===== config.mk =====
export PLATFORM = sky130hd
export DESIGN_NAME = serial_magnitude_comparator
export DESIGN_NICKNAME = d
export VERILOG_FILES = /design/src/rtl/serial_magnitude_comparator.sv
export SDC_FILE = /design/constraint.sdc
export NUM_CORES = 1
export LEC_CHECK = 0
export BUFFER_PORTS_ARGS = -buffer_cell sky130_fd_sc_hd__buf_2
export CORE_AREA = 2 2 39 41
export DETAILED_ROUTE_END_ITERATION = 10
export DIE_AREA = 0 0 41 43
export GPL_TIMING_DRIVEN = 1
export PLACE_DENSITY_LB_ADDON = 0.2
export REMOVE_ABC_BUFFERS = 1
export SETUP_SLACK_MARGIN = 0.05
export SYNTH_ARGS = -nofsm -noshare
export SYNTH_HDL_FRONTEND = slang
export SYNTH_SLANG_ARGS = --single-unit

===== constraint.sdc =====
create_clock -name clk -period 1.75 [get_ports clk]
set_clock_uncertainty 0.2 [all_clocks]
set_input_delay 0.0875 -clock clk [delete_from_list [all_inputs] [get_ports clk]]
set_output_delay 0.0875 -clock clk [all_outputs]
set_load 0.01 [all_outputs]

===== src/rtl/serial_magnitude_comparator.sv =====
// Bit-serial MSB-first magnitude comparator producing one-hot gt/eq/lt flags and a done strobe.
// Optional SERIAL_CMP_EARLY_EXIT_EN: finish on the first differing bit pair instead of after WIDTH pairs.
module serial_magnitude_comparator #(
   parameter int unsigned WIDTH = 8
) (
   input  logic clk,
   input  logic rst_n,
   input  logic start,
   input  logic bit_valid,
   input  logic a_bit,
   input  logic b_bit,
   output logic busy,
   output logic done,
   output logic A_greater_B,
   output logic A_equals_B,
   output logic A_less_B
);

   localparam int unsigned CW = (WIDTH > 1) ? $clog2(WIDTH) : 1;
   localparam logic [CW-1:0] LAST_IDX = CW'(WIDTH - 1);

   localparam logic [1:0] S_IDLE  = 2'd0;
   localparam logic [1:0] S_SHIFT = 2'd1;
   localparam logic [1:0] S_DONE  = 2'd2;

   logic [1:0]    state, state_nxt;
   logic [CW-1:0] cnt, cnt_nxt;
   logic          decided, decided_nxt;
   logic          gt, gt_nxt;
   logic          busy_nxt, done_nxt;
   logic          gt_flag_nxt, eq_flag_nxt, lt_flag_nxt;
   logic          first_diff;

   // State and output registers
   always_ff @(posedge clk or negedge rst_n) begin
      if (!rst_n) begin
         state       <= S_IDLE;
         cnt         <= '0;
         decided     <= 1'b0;
         gt          <= 1'b0;
         busy        <= 1'b0;
         done        <= 1'b0;
         A_greater_B <= 1'b0;
         A_equals_B  <= 1'b0;
         A_less_B    <= 1'b0;
      end else begin
         state       <= state_nxt;
         cnt         <= cnt_nxt;
         decided     <= decided_nxt;
         gt          <= gt_nxt;
         busy        <= busy_nxt;
         done        <= done_nxt;
         A_greater_B <= gt_flag_nxt;
         A_equals_B  <= eq_flag_nxt;
         A_less_B    <= lt_flag_nxt;
      end
   end

   // Next-state and next-output logic
   always_comb begin
      state_nxt   = state;
      cnt_nxt     = cnt;
      decided_nxt = decided;
      gt_nxt      = gt;
      gt_flag_nxt = A_greater_B;
      eq_flag_nxt = A_equals_B;
      lt_flag_nxt = A_less_B;
      first_diff  = bit_valid && !decided && (a_bit != b_bit);

      case (state)
         S_IDLE: begin
            if (start) begin
               state_nxt   = S_SHIFT;
               cnt_nxt     = '0;
               decided_nxt = 1'b0;
               gt_nxt      = 1'b0;
               gt_flag_nxt = 1'b0;
               eq_flag_nxt = 1'b0;
               lt_flag_nxt = 1'b0;
            end
         end
         S_SHIFT: begin
            if (bit_valid) begin
               if (first_diff) begin
                  decided_nxt = 1'b1;
                  gt_nxt      = a_bit;
               end
               // Counter holds at the last index so it never wraps inside a comparison
               if (cnt == LAST_IDX) begin
                  state_nxt = S_DONE;
               end else begin
                  cnt_nxt = cnt + CW'(1);
               end
`ifdef SERIAL_CMP_EARLY_EXIT_EN
               if (first_diff) begin
                  state_nxt = S_DONE;
               end
`endif
            end
            if (state_nxt == S_DONE) begin
               gt_flag_nxt = decided_nxt & gt_nxt;
               lt_flag_nxt = decided_nxt & ~gt_nxt;
               eq_flag_nxt = ~decided_nxt;
            end
         end
         S_DONE: begin
            state_nxt = S_IDLE;
         end
         default: begin
            state_nxt = S_IDLE;
         end
      endcase

      busy_nxt = (state_nxt != S_IDLE);
      done_nxt = (state_nxt == S_DONE);
   end

endmodule


# == Yosys cells after proc, flatten, opt, wreduce, memory -nomap -nowiden ==
# Cells that the tools add are included.
# word_totals
regBits,12
inputBits,6
output_inout_bits,5
word_cells,56
# op_classes
addsub,1
eq_ne,9
n_mux,24
bitwise_logic,4
n_reduce_logical,9
# op_table
cell,count
$mux W1,10
$pmux W1 S2,5
$mux W3,3
$mux W2,4
$ne A2 B2 Y1 const B,4
$pmux W3 S2,1
$eq A2 B2 Y1 const B,2
$pmux W2 S2,1
$reduce_and A4 Y1,1
$reduce_bool A2 Y1,2
$add A3 B1 Y3 const B,1
$eq A3 B3 Y1 const B,1
$reduce_and A3 Y1,1
$and A1 B1 Y1,2
$eq A2 B1 Y1 const B,1
$logic_and A1 B1 Y1,2
$logic_not A2 Y1,1
$not A1 Y1,2
$reduce_and A2 Y1,1
$logic_not A1 Y1,1
$ne A1 B1 Y1,1

# == Depth between registers and ports, before layout ==
# depth
word_depth,10
mapped_depth,6
mapped_depth_nobuf,5

# == Least setup slack after synthesis ==
# Ideal clock, no wire load.
# synth_path
path_kind,register to register
startpoint,reg cnt[0]
endpoint,reg cnt[0]
setup_time_ns,0.125
t_arrival_ns,1.399
required_time_ns,1.425
setup_slack_ns,0.026
path_stages_with_launch,6
path_buffers,0
synth_period_minus_slack_ns,1.724
cell_sequence,dfrtp_1 -> ha_1 -> ha_1 -> and4bb_4 -> nor2_2 -> mux2_2
# synth_between
elab_chain_cells,4
elab_cells_between_ends,7
cone_classes,add/sub: 1; eq/ne: 2; mux: 3; reduce/logical: 1
# synth_rtl
element,line_no,rtl
from (decl),27,"logic [CW-1:0] cnt, cnt_nxt;"
from (signal assigned),48,cnt <= cnt_nxt;
$add A3 B1 Y3,92,cnt_nxt = cnt + CW'(1);
$mux W3,89,if (cnt == LAST_IDX) begin
$mux W3,83,if (bit_valid) begin
$pmux W3 S2,70,case (state)
# Parallel ways exist; a longest one is shown, timed or not. The select of a mux whose other input is x is not followed.
# A chain may end at the register's enable or synchronous reset.

# == Final worst setup path ==
# Ends and elaborated chain as after synthesis.

==> impl_metrics.py <==
metrics = {
    "cts": {
        "clk_pin_slew_ns": 0.08,
        "cts_tree": "built",
        "cts_made_buffers": 3,
        "clock-root-buffer": "clkbuf_4",
        "clock_sinks": 12,
        "clkLatencyLatePin_ns": 0.28,
        "clock_path_buffers": 2,
        "h-tree-depth": 1,
    },
    "route": {
        "wire_per_inst_um": 12.8,
        "drc": 0,
        "drt_iter0_drc": 3,
        "post_drt_via_cell_ratio": 5.13,
        "routed_wl_um": 1050,
        "ant_nets": 0,
        "vias": 421,
        "dr.pass1.iters": 4,
    },
    "floorplan": {
        "die-height_um": 43,
        "core_area_um2": 1380,
        "boundaryPins": 11,
        "fp-row-count": 14,
        "start_util": 0.421,
        "die-area_um2": 1760,
        "die_w_um": 41,
    },
    "timing": {
        "tightest_slew_ns": 0.381,
        "fin_ws_ns": 0.0572,
        "setup_viol": 0,
        "post-route-period-util": 0.967,
        "fin_setup_tns_ns": 0,
        "grt_setup_unrepaired": "yes",
        "drv_slew": 0,
        "post-route-min-period_ns": 1.69,
        "worst_slew_margin_rel": 0.745,
        "clock.fmax_ghz": 0.591,
        "hold_viol_final": 0,
    },
    "synthesis": {
        "netlist-cell-type-count": 27,
        "synth.avg_cell_area_um2": 12.7,
        "muxShareOfSynthArea": 0.0365,
        "synth_top_family_by_area": "simple AND/OR/NAND/NOR gates",
        "yosys.area.top_type": "dfrtp_1",
        "yosysWarningCount": 0,
        "synth-compound-area-share": 0.155,
        "synth_xor_xnor_area_share": 0.0150,
        "netlist_instances": 46,
        "synth-seq-cells": 12,
        "synthSimpleGateAreaFrac": 0.204,
        "synth_area_um2": 583,
        "synth_area_leaders": "dfrtp_1 52%, a22o_1 6.0%, ha_1 4.3%, a32o_1 3.4%, and4bb_4 2.8%",
        "synth_fa_ha_area_frac": 0.0429,
        "synth.top_cell.area_share": 0.515,
        "ys_seq_area_frac": 0.515,
    },
    "grt": {
        "grt_pass1_wl_um": 1700,
        "grt_max_degree": 13,
        "met1_usage": 0.213,
        "antenna_found_initial": 0,
        "met2_usage": 0.197,
        "grt.total_usage": 0.150,
        "grt_pass1_vias": 387,
        "use_met3": 0.0471,
        "gr-max-usage-layer": "met1",
        "overflow": 0,
    },
    "power": {
        "p_leak_nw": 0.354,
        "power.internal_uw": 717,
        "seqPwrFrac": 0.414,
        "power.total_mw": 1.05,
        "p_clk_frac": 0.213,
        "peakVddDrop_v": 0.000762,
        "power_frac_comb": 0.373,
        "powerDensity_nw_per_um2": 1410,
        "p_sw_frac": 0.320,
        "power_switching_uw": 338,
    },
    "setup_path": {
        "path_class": "reg2reg",
        "rr_endpoint": "cnt[0]",
        "cp_data_arrival_time_ns": 1.66,
        "timing.rr.start": "cnt[0]",
        "r2r_slack_ns": 0.06,
        "start_kind": "flip-flop",
        "crit_fanout": 3,
        "r2r_cells": 5,
        "crit_path_end_kind": "flip-flop",
        "cp_data_required_time_ns": 1.71,
    },
    "finish": {
        "drive_gt1_frac": 0.394,
        "diodes": 0,
        "final_nets": 75,
        "syn_to_final_growth_pct": 28.5,
        "finalInstanceArea_um2": 749,
        "n_fill_cell": 131,
    },
    "flow_run": {
        "cap_violations": 0,
    },
    "status": {
        "outcome": "complete, no violations",
    },
    "place": {
        "dpl-instance-area_um2": 657,
        "io_buffers": 10,
        "hpwl_um": 745,
        "place_congestion": 0.676,
        "place_ws_ns": 0.00572,
    },
    "hold_path": {
        "hold_class": "in2async",
    },
}
[placed cells by master, fill, tap and decap left out, drive strengths merged, types with 2 or more instances in the layout]
| master | count |
|---|---|
| inv | 2 |
| and4b | 2 |
| nor2 | 5 |
| a32o | 2 |
| buf | 13 |
| dfrtp | 12 |
| clkbuf | 4 |
| dlygate4sd3 | 4 |
| ha | 2 |
| a22o | 4 |
[power groups by stage]
stage / combinational, mW / clock (mW) / sequential (mW)
global placement: 0.345 / 0 / 0.440
global route: 0.436 / 0.242 / 0.450
finish: 0.394 / 0.225 / 0.437
floorplan: 0.234 / 0 / 0.443
CTS: 0.380 / 0.233 / 0.435
detailed placement: 0.350 / 0 / 0.441
[kinds of logic after synthesis]
logic type      count (synthesis)
simple gates                   15
flops                          12
compound gates                 11
buf+inv                         3
mux                             2
fa+ha+maj                       2
xor+xnor                        1
[layout make-up]
class / instances / area (um2) / share of cell area
clock buffer: 4 / 36.3 / 0.0484
inverter: 2 / 7.51 / 0.0100
multi-input combinational: 31 / 273 / 0.364
sequential: 12 / 300 / 0.401
tap: 16 / 20.0 / 0.0267
timing repair buffer: 17 / 113 / 0.150
[critical path, stage by stage (launching register included)]
cell      delay, ns
dfrtp_1        0.38
ha_2           0.18
ha_2           0.17
and4bb_4       0.33
nor2_2         0.05
mux2_4         0.27
[timing repair]
item / in CTS / in global routing
setup endpoints to repair: 1 / 1
pin swaps: 1 / 1
setup buffers: 1 / 0
hold buffers: 4 / 0
resized for setup: 1 / 2
endpoints found under the hold margin: 16 / 0
[how the worst max path moves through the flow]
stage / startpoint / endpoint / slack [ns] / depth (start not counted)
final: cnt[0] / cnt[0] / 0.06 / 5
after floorplan: cnt[0] / cnt[0] / 0.03 / 5
after detailed placement: cnt[0] / cnt[0] / 0.006 / 5
after global placement: cnt[0] / cnt[0] / 0.03 / 5
after global routing: cnt[0] / cnt[0] / 0.009 / 5
after CTS: cnt[0] / cnt[0] / 0.06 / 5
[registers in the layout (all words and copies together), names as in the netlist]
signal / flops
cnt: 3
state: 2
A_equals_B: 1
A_greater_B: 1
A_less_B: 1
busy: 1
decided: 1
done: 1
gt: 1
[synthesized netlist by cell type (all sizes together)]
master / number
a32o: 2
dfrtp: 12
nand3b: 1
o22ai: 1
nand2: 1
o21ai: 1
a31oi: 1
ha: 2
mux2: 1
and4bb: 1
nor3b: 1
nor2: 5
a22o: 4
nand3: 1
a311oi: 1
buf: 1
mux2i: 1
or3b: 1
xor2: 1
and2b: 1
and4b: 2
o221ai: 1
inv: 2
nand2b: 1
[metal layers]
layer  vias to the layer above  part of all wire
li1                        217                 -
met1                       196              0.51
met2                         6              0.44
met3                         2             0.036
met4                         0             0.011
met5                         -                 0
[metrics by stage]
stage          utilization  cells  hold WS (ns)
2_1_floorplan            -     45        -0.408
3_3_place_gp         0.475     73        -0.218
3_5_place_dp         0.475     73        -0.221
4_1_cts              0.537     82      0.000469
5_1_grt              0.542     82        0.0259
6_report             0.542     82       0.00701
(Power assumes the default switching activity.)
